File: src/rtl/ped_pkg.sv
// Shared types and timing defaults for the
// pedestrian crossing controller.
package ped_pkg;

   typedef enum logic [3:0] {
      P_DONT_WALK = 4'b0001,
      P_WALK      = 4'b0010,
      P_CLEAR     = 4'b0100,
      P_FAULT     = 4'b1000
   } ped_state_e;

   localparam int CNT_W_DEF        = 6;
   localparam int WALK_CYCLES_DEF  = 10;
   localparam int CLEAR_CYCLES_DEF = 8;
   localparam int FLASH_HALF_DEF   = 2;
   localparam int DEBOUNCE_DEF     = 3;

endpackage

File: src/rtl/ped_button_debounce.sv
// Push-button synchronizer and debouncer;
// emits a one-cycle pulse on each debounced press.
module ped_button_debounce
   import ped_pkg::*;
#(
   parameter int DEBOUNCE = DEBOUNCE_DEF,
   parameter int CNT_W    = CNT_W_DEF
) (
   input  logic clk,
   input  logic reset_n,
   input  logic ped_button,
   output logic btn_press
);

   localparam logic [CNT_W-1:0] LAST = CNT_W'(DEBOUNCE - 1);

   logic             sync1;
   logic             sync2;
   logic             db_level;
   logic             db_prev;
   logic [CNT_W-1:0] cnt;

   always_ff @(posedge clk or negedge reset_n) begin
      if (!reset_n) begin
         sync1    <= 1'b0;
         sync2    <= 1'b0;
         db_level <= 1'b0;
         db_prev  <= 1'b0;
         cnt      <= '0;
      end else begin
         sync1   <= ped_button;
         sync2   <= sync1;
         db_prev <= db_level;
         if (sync2 == db_level) begin
            cnt <= '0;
         end else if (cnt == LAST) begin
            db_level <= sync2;
            cnt      <= '0;
         end else begin
            cnt <= cnt + 1'b1;
         end
      end
   end

   assign btn_press = db_level & ~db_prev;

endmodule

File: src/rtl/ped_signal_ctrl.sv
// Pedestrian crossing controller: WALK inside a red
// phase, flashing clearance, sticky lamp fault.
module ped_signal_ctrl
   import ped_pkg::*;
#(
   parameter int CNT_W        = CNT_W_DEF,
   parameter int WALK_CYCLES  = WALK_CYCLES_DEF,
   parameter int CLEAR_CYCLES = CLEAR_CYCLES_DEF,
   parameter int FLASH_HALF   = FLASH_HALF_DEF,
   parameter int DEBOUNCE     = DEBOUNCE_DEF
) (
   input  logic clk,
   input  logic reset_n,
   input  logic red_on,
   input  logic green_on,
   input  logic yellow_on,
   input  logic ped_button,
   output logic walk_on,
   output logic dont_walk_on,
   output logic req_pending,
   output logic fault
);

   localparam logic [CNT_W-1:0] WALK_LAST  = CNT_W'(WALK_CYCLES - 1);
   localparam logic [CNT_W-1:0] CLEAR_LAST = CNT_W'(CLEAR_CYCLES - 1);
   localparam logic [CNT_W-1:0] FLASH_DIV  = CNT_W'(FLASH_HALF);

   ped_state_e       state;
   logic [CNT_W-1:0] timer;
   logic             red_q;
   logic             red_rise;
   logic             lamp_ok;
   logic             btn_press;
   logic             walk_entry;
   logic             req_set;
   logic             flash_dark;

   ped_button_debounce #(
      .DEBOUNCE (DEBOUNCE),
      .CNT_W    (CNT_W)
   ) u_debounce (
      .clk        (clk),
      .reset_n    (reset_n),
      .ped_button (ped_button),
      .btn_press  (btn_press)
   );

   assign red_rise   = red_on & ~red_q;
   assign lamp_ok    = $onehot({red_on, yellow_on, green_on});
   assign walk_entry = (state == P_DONT_WALK) & lamp_ok
                     & red_rise & req_pending;
   assign req_set    = btn_press
                     & ((state == P_DONT_WALK) | (state == P_CLEAR));

   always_ff @(posedge clk or negedge reset_n) begin
      if (!reset_n) begin
         red_q       <= 1'b0;
         req_pending <= 1'b0;
      end else begin
         red_q <= red_on;
         if (walk_entry)
            req_pending <= 1'b0;
         else if (req_set)
            req_pending <= 1'b1;
      end
   end

   always_ff @(posedge clk or negedge reset_n) begin
      if (!reset_n) begin
         state <= P_DONT_WALK;
         timer <= '0;
      end else if (!lamp_ok) begin
         state <= P_FAULT;
      end else begin
         unique case (state)
            P_DONT_WALK: begin
               if (walk_entry) begin
                  state <= P_WALK;
                  timer <= '0;
               end
            end
            P_WALK: begin
               if (!red_on) begin
                  state <= P_DONT_WALK;
                  timer <= '0;
               end else if (timer == WALK_LAST) begin
                  state <= P_CLEAR;
                  timer <= '0;
               end else begin
                  timer <= timer + 1'b1;
               end
            end
            P_CLEAR: begin
               if (!red_on || timer == CLEAR_LAST) begin
                  state <= P_DONT_WALK;
                  timer <= '0;
               end else begin
                  timer <= timer + 1'b1;
               end
            end
            P_FAULT: state <= P_FAULT;
            default: state <= P_FAULT;
         endcase
      end
   end

   // Odd flash half-periods of the clearance timer are dark.
   assign flash_dark = ((timer / FLASH_DIV) & CNT_W'(1)) != '0;

   assign walk_on      = (state == P_WALK);
   assign dont_walk_on = (state == P_CLEAR) ? ~flash_dark
                                            : (state != P_WALK);
   assign fault        = (state == P_FAULT);

endmodule

File: config.mk
export PLATFORM = sky130hd
export DESIGN_NAME = ped_signal_ctrl
export DESIGN_NICKNAME = d
export VERILOG_FILES = /design/src/rtl/ped_pkg.sv /design/src/rtl/ped_button_debounce.sv /design/src/rtl/ped_signal_ctrl.sv
export SDC_FILE = /design/constraint.sdc
export NUM_CORES = 1
export LEC_CHECK = 0
export CAP_MARGIN = 15
export CORE_AREA = 2 2 55 57
export CTS_BUF_LIST = sky130_fd_sc_hd__clkbuf_8
export DETAILED_ROUTE_END_ITERATION = 10
export DIE_AREA = 0 0 57 59
export HOLD_SLACK_MARGIN = 0.05
export PLACE_DENSITY = 0.65
export SYNTH_ARGS = -nofsm -noshare
export SYNTH_HDL_FRONTEND = slang
export SYNTH_HIERARCHICAL = 1
export SYNTH_SLANG_ARGS = --single-unit
export TNS_END_PERCENT = 10
File: constraint.sdc
create_clock -name clk -period 1.85 [get_ports clk]
set_input_delay 0.185 -clock clk [delete_from_list [all_inputs] [get_ports clk]]
set_output_delay 0.185 -clock clk [all_outputs]
set_load 0.02 [all_outputs]
After elaboration in Yosys (flattened, before gate mapping)
Cells that the tools add are included.
{"block": "word_totals", "n_memories": 0, "register_bits": 22, "output_inout_bits": 4, "ram_bits": 0, "latch_bits": 0, "romBits": 0}
{"block": "op_classes", "n_mul": 0, "n_eq_ne": 14, "n_addsub": 4, "reduce_logical": 7, "bitwise_logic": 11, "magnitude_cmp": 0, "n_shift": 0, "n_mux": 16, "n_div": 0}
{"op": "6-bit 2-to-1 mux", "count": 6}
{"op": "4-bit 2-to-1 mux", "count": 5}
{"op": "6-bit case mux with 3 select lines", "count": 1}
{"op": "6-bit by 1-bit adder with 6-bit output, second input constant", "count": 2}
{"op": "4-bit case mux with 3 select lines", "count": 1}
{"op": "1-bit bitwise AND", "count": 6}
{"op": "6-bit by 2-bit == test with 1-bit output, second input constant", "count": 1}
{"op": "6-bit by 3-bit == test with 1-bit output, second input constant", "count": 1}
{"op": "6-bit by 4-bit == test with 1-bit output, second input constant", "count": 1}
{"op": "3-bit AND reduction", "count": 2}
{"op": "4-bit by 1-bit == test with 1-bit output, second input constant", "count": 1}
{"op": "4-bit by 2-bit == test with 1-bit output, second input constant", "count": 1}
{"op": "4-bit by 3-bit == test with 1-bit output, second input constant", "count": 1}
{"op": "4-bit == test, second input constant", "count": 1}
{"op": "4-bit by 2-bit inequality test with 1-bit output, second input constant", "count": 1}
{"op": "4-bit by 3-bit inequality test with 1-bit output, second input constant", "count": 1}
{"op": "1-bit NOT", "count": 4}
{"op": "1-bit 2-to-1 mux", "count": 3}
{"op": "3-bit by 2-bit inequality test with 1-bit output, second input constant", "count": 1}
{"op": "3-bit inequality test, second input constant", "count": 1}
{"op": "3-bit nonzero test", "count": 1}
{"op": "1-bit by 1-bit adder with 2-bit output", "count": 1}
{"op": "2-bit by 1-bit adder with 2-bit output", "count": 1}
{"op": "2-bit by 1-bit == test with 1-bit output, second input constant", "count": 1}
{"op": "other kinds (7)", "count": 7}

Longest topological paths before layout
Gate-level depths: netlist of the first run.
{"block": "depth", "ltp_word": 9, "ltp_mapped": 8, "ltp_nobuf": 7}

Hierarchy
Netlist of the first run, hierarchy kept.
{"module": "ped_signal_ctrl", "seq_area_each_um2": 301.5, "n_inst": 1, "area_per_inst_um2": 743.2, "cells_per_inst": 73}
{"module": "ped_button_debounce", "seq_area_each_um2": 250.2, "n_inst": 1, "area_per_inst_um2": 420.4, "cells_per_inst": 34}

Least setup slack after synthesis of the first run
No wires, ideal clock.
{"block": "synth_path", "path_type": "register to register", "from": "register state[3]", "to": "register timer[3]", "stages_incl_launch_ff": 7, "period_less_slack_ns": 1.932, "arrival_time_ns": 1.840, "setup_slack_ns": -0.082, "path_cell_list": "dfrtp_1 > nor4b_4 > o41a_1 > o21ai_2 > or2_1 > buf_6 > o31ai_2"}
{"element": "from (decl)", "line_no": "ped_signal_ctrl.sv:28", "source": "ped_state_e state;"}
{"element": "from (signal assigned)", "line_no": "ped_signal_ctrl.sv:70", "source": "state <= P_DONT_WALK;"}
{"element": "from (signal assigned)", "line_no": "ped_signal_ctrl.sv:73", "source": "state <= P_FAULT;"}
{"element": "from (signal assigned)", "line_no": "ped_signal_ctrl.sv:78", "source": "state <= P_WALK;"}
{"element": "4-bit by 2-bit == test with 1-bit output (*)"}
{"element": "via walk_on", "line_no": "ped_signal_ctrl.sv:18", "source": "output logic walk_on,"}
{"element": "3-bit nonzero test (no source line)"}
{"element": "3-bit AND reduction (no source line)"}
{"element": "to (signal assigned)", "line_no": "ped_signal_ctrl.sv:90", "source": "timer <= timer + 1'b1;"}
{"element": "to (signal assigned)", "line_no": "ped_signal_ctrl.sv:98", "source": "timer <= timer + 1'b1;"}
{"element": "to (decl)", "line_no": "ped_signal_ctrl.sv:29", "source": "logic [CNT_W-1:0] timer;"}
Mark *: on every way through the listed nets, which the timed path passes. The rest lies on a longest branch.
A chain may end at the register's enable or synchronous reset.

Worst setup path after layout of the first run
{"block": "layout_path", "from": "input port yellow_on", "to": "register timer[3]"}
{"block": "layout_between", "elab_chain_cells": 8}
{"element": "from (decl)", "line_no": "ped_signal_ctrl.sv:16", "source": "input logic yellow_on,"}
{"element": "1-bit by 1-bit adder with 2-bit output (implied by the code) (*)", "line_no": "ped_signal_ctrl.sv:49", "source": "assign lamp_ok = $onehot({red_on, yellow_on, green_on});"}
{"element": "2-bit by 1-bit adder with 2-bit output (implied by the code) (*)", "line_no": "ped_signal_ctrl.sv:49"}
{"element": "2-bit by 1-bit == test with 1-bit output (*)", "line_no": "ped_signal_ctrl.sv:49"}
{"element": "1-bit bitwise AND", "line_no": "ped_signal_ctrl.sv:50", "source": "assign walk_entry = (state == P_DONT_WALK) & lamp_ok"}
{"element": "1-bit bitwise AND (2 in a row)", "line_no": "ped_signal_ctrl.sv:51", "source": "& red_rise & req_pending;"}
{"element": "2-bit inequality test (no source line)"}
{"element": "3-bit AND reduction (no source line) (*)"}
Every way passes the cells marked *; elsewhere a longest branch is shown, timed or not.

==> impl_metrics.tcl, run 1 <==
set metrics [dict create \
    start_kind "input pin" \
    final_area_um2 1520 \
    pwr_density_cell_nw_per_um2 711 \
    io_pins 10 \
    synthArstFlopShare_pct 100 \
    clk_pin_slew_ns 0.08 \
    synth.area.top_cells "dfrtp_1 45%, ha_1 4.3%, nand2_1 3.5%" \
    grt_pass1_vias 895 \
    hold_path.class "in2async" \
    violations "setup timing" \
    clock_latency_ns 0.25 \
    finalHoldViolCount 0 \
    synth_nets 118 \
    path_max_fanout 6 \
    grt_pass1_wl_mm 4.03 \
    grt_overflow_total 0 \
    ir_drop_uv 785 \
    synth_edf_count 0 \
    period_share_pct 100 \
    nets 149 \
    critPathKind "in2reg" \
    drive_gt1_share_pct 32.8 \
    drt_first_pass_iters 4 \
    cts_hold_buffers 0 \
    hpwlAfterDp_mm 1.75 \
    grt.total_usage_pct 15.1 \
    slowest_delay_ns 0.47 \
    vias_per_cell 5.24 \
    dp.cells 160 \
    cts_root_buf "clkbuf_8" \
    cts_buffers 3 \
    die_x_um 57 \
    max_freq_mhz 538 \
    synth_top_area_share_pct 45.2 \
    ys_types 41 \
    synth_seq_cells 22 \
    synth_cells 107 \
    rsz0062_at_grt "yes" \
    status "finished, violations left" \
    placed_cell_area_um2 1390 \
    wl_per_cell_um 13.4 \
    synth_area_um2 1160 \
    ant_nets 0 \
    avgSynthCellArea_um2 10.9 \
    h-tree-depth 1 \
    area_growth_pct 31.0 \
    clock_sinks 22 \
    timing.critical_path.slowest_stage_cell "clkdlybuf4s50_1" \
    clock_skew_ns 0.00362 \
    slew_violations 0 \
    synth.most_common_cell "dfrtp_1" \
    finalNonFillerCells 168 \
    ys_top_cells_by_count "21 x dfrtp_1, 11 x nand2_1, 8 x nor2_1" \
    initial_core_util_pct 42.9 \
    die-area_um2 3360 \
    slew_headroom_pct 65.6 \
    layout_setup_ws_ns -0.00897 \
    path_delay_family "simple AND/OR/NAND/NOR gates" \
    power_mw 1.08 \
    holdWs_ns 0.237 \
    clockBufferDepth 2 \
    grt_max_degree 14 \
    seq_area_frac_synth_pct 47.4 \
    die_height_um 59 \
    crit_chain "clkdlybuf4s50_1 -> inv_2 -> fa_1 -> nand2b_4 -> nor2_4 -> o21ai_2 -> or2_4 -> o31ai_2" \
    setup_viol 1 \
    diodes 0 \
    gp_congestion 0.827 \
    setup.worst_path.end_class "flip-flop" \
    yosys.area.top_type "dfrtp_1" \
    cp.required_ns 2.02 \
    yosys_warnings 6 \
    drt_iter0_drc 14 \
    synth-main-ff-cell "dfrtp_1" \
    crit_arrival_ns 2.03 \
    num_vias 881 \
    path_buf_inv 2 \
    placementRows 19 \
    core_area_um2 2710 \
    layout_min_cycle_time_ns 1.86 \
    tritoncts "built" \
    drt_wl_total_mm 2.26 \
    antenna_found_initial 0 \
    cap_violations 0 \
    tightest_slew_ns 0.509 \
    portBuffers 9 \
    drc 0 \
    leakagePower_nw 0.627 \
]
[power by group]
part           total (mW)  switching [mW]  internal [mW]
Combinational       0.179          0.0865         0.0927
Clock               0.334           0.145          0.189
Sequential          0.570          0.0424          0.528
[cell type report]
cell class	count	area [µm²]
Clock buffer	4	55.1
Fill cell	236	1190
Inverter	5	18.8
Multi-Input combinational cell	79	633
Sequential cell	22	554
Tap cell	31	38.8
Timing Repair Buffer	27	224
[layout by cell type, fill, tap and decap left out, types with 2 or more instances in the layout]
cell	n
dfrtp_1	19
buf_4	18
nand2_1	11
nor2_1	7
a21oi_1	6
clkdlybuf4s50_1	5
ha_1	4
clkbuf_8	4
inv_1	3
xnor2_1	3
nand2b_1	3
nand3_1	3
dlygate4sd2_1	3
inv_2	2
nor4b_4	2
nor4b_1	2
o21ai_2	2
o21ai_1	2
o21bai_1	2
a2bb2oi_2	2
o31ai_2	2
o21ai_0	2
dfrtp_2	2
xor2_1	2
[flip-flops by register name (all words and copies together) (netlist names)]
register	cells
u_debounce/sync2	1
state	4
u_debounce/db_level	1
u_debounce/db_prev	1
red_q	1
req_pending	1
timer	6
u_debounce/sync1	1
u_debounce/cnt	6
[cells by family after synthesis]
kind of cell | after synthesis | synth area share, %
xor+xnor | 5 | 3.76
mux | 1 | 0.968
buf+inv | 6 | 2.58
fa+ha+maj | 5 | 6.02
flops | 22 | 47.4
compound gates | 26 | 17.4
simple gates | 42 | 21.8
[final timing paths]
| check | startpoint | to | slack (ns) | cells after the start |
|---|---|---|---|---|
| setup / recovery | yellow_on | timer[3]$_DFFE_PN0P_ | -0.009 | 8 |
| hold / removal | reset_n | state[3]$_DFFE_PN0P_ | 0.24 | 1 |
| setup reg to reg | state[2]$_DFFE_PN0P_ | timer[3]$_DFFE_PN0P_ | 0 | 5 |
| hold reg to reg | u_debounce/sync1$_DFF_PN0_ | u_debounce/sync2$_DFF_PN0_ | 0.35 | 0 |
| max in group asynchronous | reset_n | u_debounce/cnt[2]$_DFF_PN0_ | 1.07 | 2 |
| min in group clk | red_on | red_q$_DFF_PN0_ | 0.24 | 2 |
[stage by stage]
step	setup slack [ns]	utilization, %	TNS [ns]
floorplan	-0.0332	-	-0.0995
global placement	-0.282	51.2	-1.56
detailed placement	-0.371	51.2	-2.00
CTS	-0.0310	53.8	-0.0583
global route	-0.0690	56.2	-0.0713
finish	-0.00897	56.2	-0.00897
[per-layer routing]
layer | track usage, % | vias to the layer above | routed length, µm
met5 | 0 | - | 0
met3 | 2.18 | 0 | 46
met4 | 1.99 | 0 | 0
met1 | 19.2 | 435 | 1030
met2 | 27.9 | 7 | 1190
li1 | - | 439 | -
[timing repair]
item                       4_1_cts  5_1_grt
pin swaps                        0        4
hold endpoints to repair         0        0
resized for setup                7        9
buffers inserted                 0        4
setup endpoints to repair        9        6
(Power assumes the default switching activity.)
==> inputs of run 2 (changes only) <==
PLACE_DENSITY = 0.62   (was 0.65)
SLEW_MARGIN = 20   (was unset)
clock period = 2.3 ns   (was 1.85 ns; I/O delays follow)
==> run 2 against run 1 <==
Effect of this change:
- the run now ends clean
- wire length fell by 11%
- global-route usage shrank 1.3 points
- sequential cell count is the same
- design area fell by 9.9%
- worst hold slack improved by 0.064 ns
- clock power shrank 18%
- clock skew fell by 0.0020 ns
- highest routed layer is now met4
==> impl_metrics.tcl, run 2 (synthesis results as in run 1) <==
set metrics [dict create \
    die_x_um 57 \
    final_common_cell "dfrtp_1" \
    io_pins 10 \
    path_max_fanout 5 \
    gp_congestion 0.788 \
    power_mw 0.864 \
    cts_resized 0 \
    grt.total_usage_pct 13.8 \
    leakagePower_nw 0.543 \
    die-area_um2 3360 \
    clkPwrFrac_pct 31.6 \
    grt_max_degree 13 \
    crit_arrival_ns 1.88 \
    placementRows 19 \
    layout_common_cells "21 x dfrtp_1, 11 x nand2_1, 9 x clkdlybuf4s50_1" \
    hold_path.class "in2async" \
    critPathKind "reg2out" \
    p_comb_share_pct 15.6 \
    ant_nets 0 \
    clockBufferDepth 2 \
    period_share_pct 91.9 \
    num_vias 808 \
    drive_gt1_share_pct 17.7 \
    rsz0062_at_grt "no" \
    grt_pass1_vias 796 \
    nets 136 \
    top_regs "timer: 6 flops, u_debounce/cnt: 6 flops, state: 4 flops" \
    drt_wl_total_mm 2.02 \
    max_freq_mhz 473 \
    area_growth_pct 18.1 \
    hpwlAfterDp_mm 1.59 \
    cts_hold_buffers 0 \
    grt_pass1_wl_mm 3.49 \
    tightest_slew_ns 0.572 \
    cts_root_buf "clkbuf_8" \
    clock_latency_ns 0.26 \
    cts_setup_buffers 0 \
    post-route-util_pct 50.7 \
    die_height_um 59 \
    core_area_um2 2710 \
    p_switching_mw 0.218 \
    dp_worst_setup_slack_ns 0.0229 \
    ir_drop_uv 382 \
    cp.required_ns 2.07 \
    h-tree-depth 1 \
    initial_core_util_pct 42.9 \
    finalHoldViolCount 0 \
    start_kind "flip-flop" \
    clk_pin_slew_ns 0.08 \
    layout_min_cycle_time_ns 2.11 \
    tritoncts "built" \
    antenna_found_initial 0 \
    drt_first_pass_iters 4 \
    drt_iter0_drc 31 \
    cap_violations 0 \
    p_sw_share_pct 25.2 \
    clock_skew_ns 0.00162 \
    clock_sinks 22 \
    fin_tns_setup_ns 0 \
    portBuffers 9 \
    final_area_um2 1370 \
    placed_cell_area_um2 1320 \
    grt_overflow_total 0 \
    diodes 0 \
    slew_violations 0 \
    p_seq_share_pct 52.9 \
    pwr_density_cell_nw_per_um2 629 \
    drc 0 \
    wl_per_cell_um 13.0 \
    layout_setup_ws_ns 0.185 \
    intPower_mw 0.646 \
    setup.worst_path.end_class "primary output" \
    cts_buffers 3 \
    status "completed" \
    slew_headroom_pct 61.3 \
    setup_viol 0 \
    vias_per_cell 5.21 \
]
-- run 2: cell count changes in the layout (fill, tap and decap cells not counted), moves of 2 or more --
cell / previous run / this run
clkdlybuf4s50_1: 5 / 9
dfrtp_1: 19 / 21
dlygate4sd2_1: 3 / 0
inv_2: 2 / 0
inv_1: 3 / 5
dfrtp_2: 2 / 0
a2bb2oi_1: 1 / 3
a2bb2oi_2: 2 / 0
buf_4: 18 / 5
-- run 2: worst paths after layout --
kind | end | slack, ns | start | depth (start not counted)
setup / recovery | dont_walk_on | 0.19 | state[3]$_DFFE_PN0P_ | 3
hold / removal | timer[0]$_DFFE_PN0P_ | 0.30 | reset_n | 1
setup reg to reg | timer[4]$_DFFE_PN0P_ | 0.35 | state[3]$_DFFE_PN0P_ | 5
hold reg to reg | u_debounce/sync2$_DFF_PN0_ | 0.36 | u_debounce/sync1$_DFF_PN0_ | 0
max in group asynchronous | state[0]$_DFFE_PN1P_ | 1.38 | reset_n | 2
min in group clk | u_debounce/sync2$_DFF_PN0_ | 0.36 | u_debounce/sync1$_DFF_PN0_ | 0
-- run 2: layer usage --
layer / global-route usage [%] / wire length [µm]
met5: 0 / 0
met4: 5.32 / 10
met3: 3.71 / 47
met2: 22.7 / 965
met1: 17.5 / 993
-- run 2: per-stage QoR --
step,hold WS [ns],instances
after floorplan,-0.0656,107
after global placement,0.338,151
after detailed placement,0.349,151
after CTS,0.323,155
after global routing,0.350,155
final,0.301,155
-- run 2: power groups by stage --
stage / registers [mW] / clock network (mW) / logic (mW)
floorplan: 0.458 / 0 / 0.0958
global placement: 0.464 / 0 / 0.136
detailed placement: 0.465 / 0 / 0.138
CTS: 0.457 / 0.283 / 0.139
global route: 0.463 / 0.303 / 0.153
finish: 0.457 / 0.273 / 0.134
-- run 2: worst max-delay path: stages, from the launching register on --
cell and delay [ns]:
dfrtp_1 0.46, nor4b_2 0.48, a21oi_1 0.13, clkdlybuf4s50_1 0.55
-- run 2: area by class of cell --
| class | instances | area [µm²] |
|---|---|---|
| Fill cell | 255 | 1340 |
| Clock buffer | 4 | 55.1 |
| Multi-Input combinational cell | 79 | 582 |
| Timing Repair Buffer | 14 | 128 |
| Tap cell | 31 | 38.8 |
| Inverter | 5 | 18.8 |
| Sequential cell | 22 | 552 |
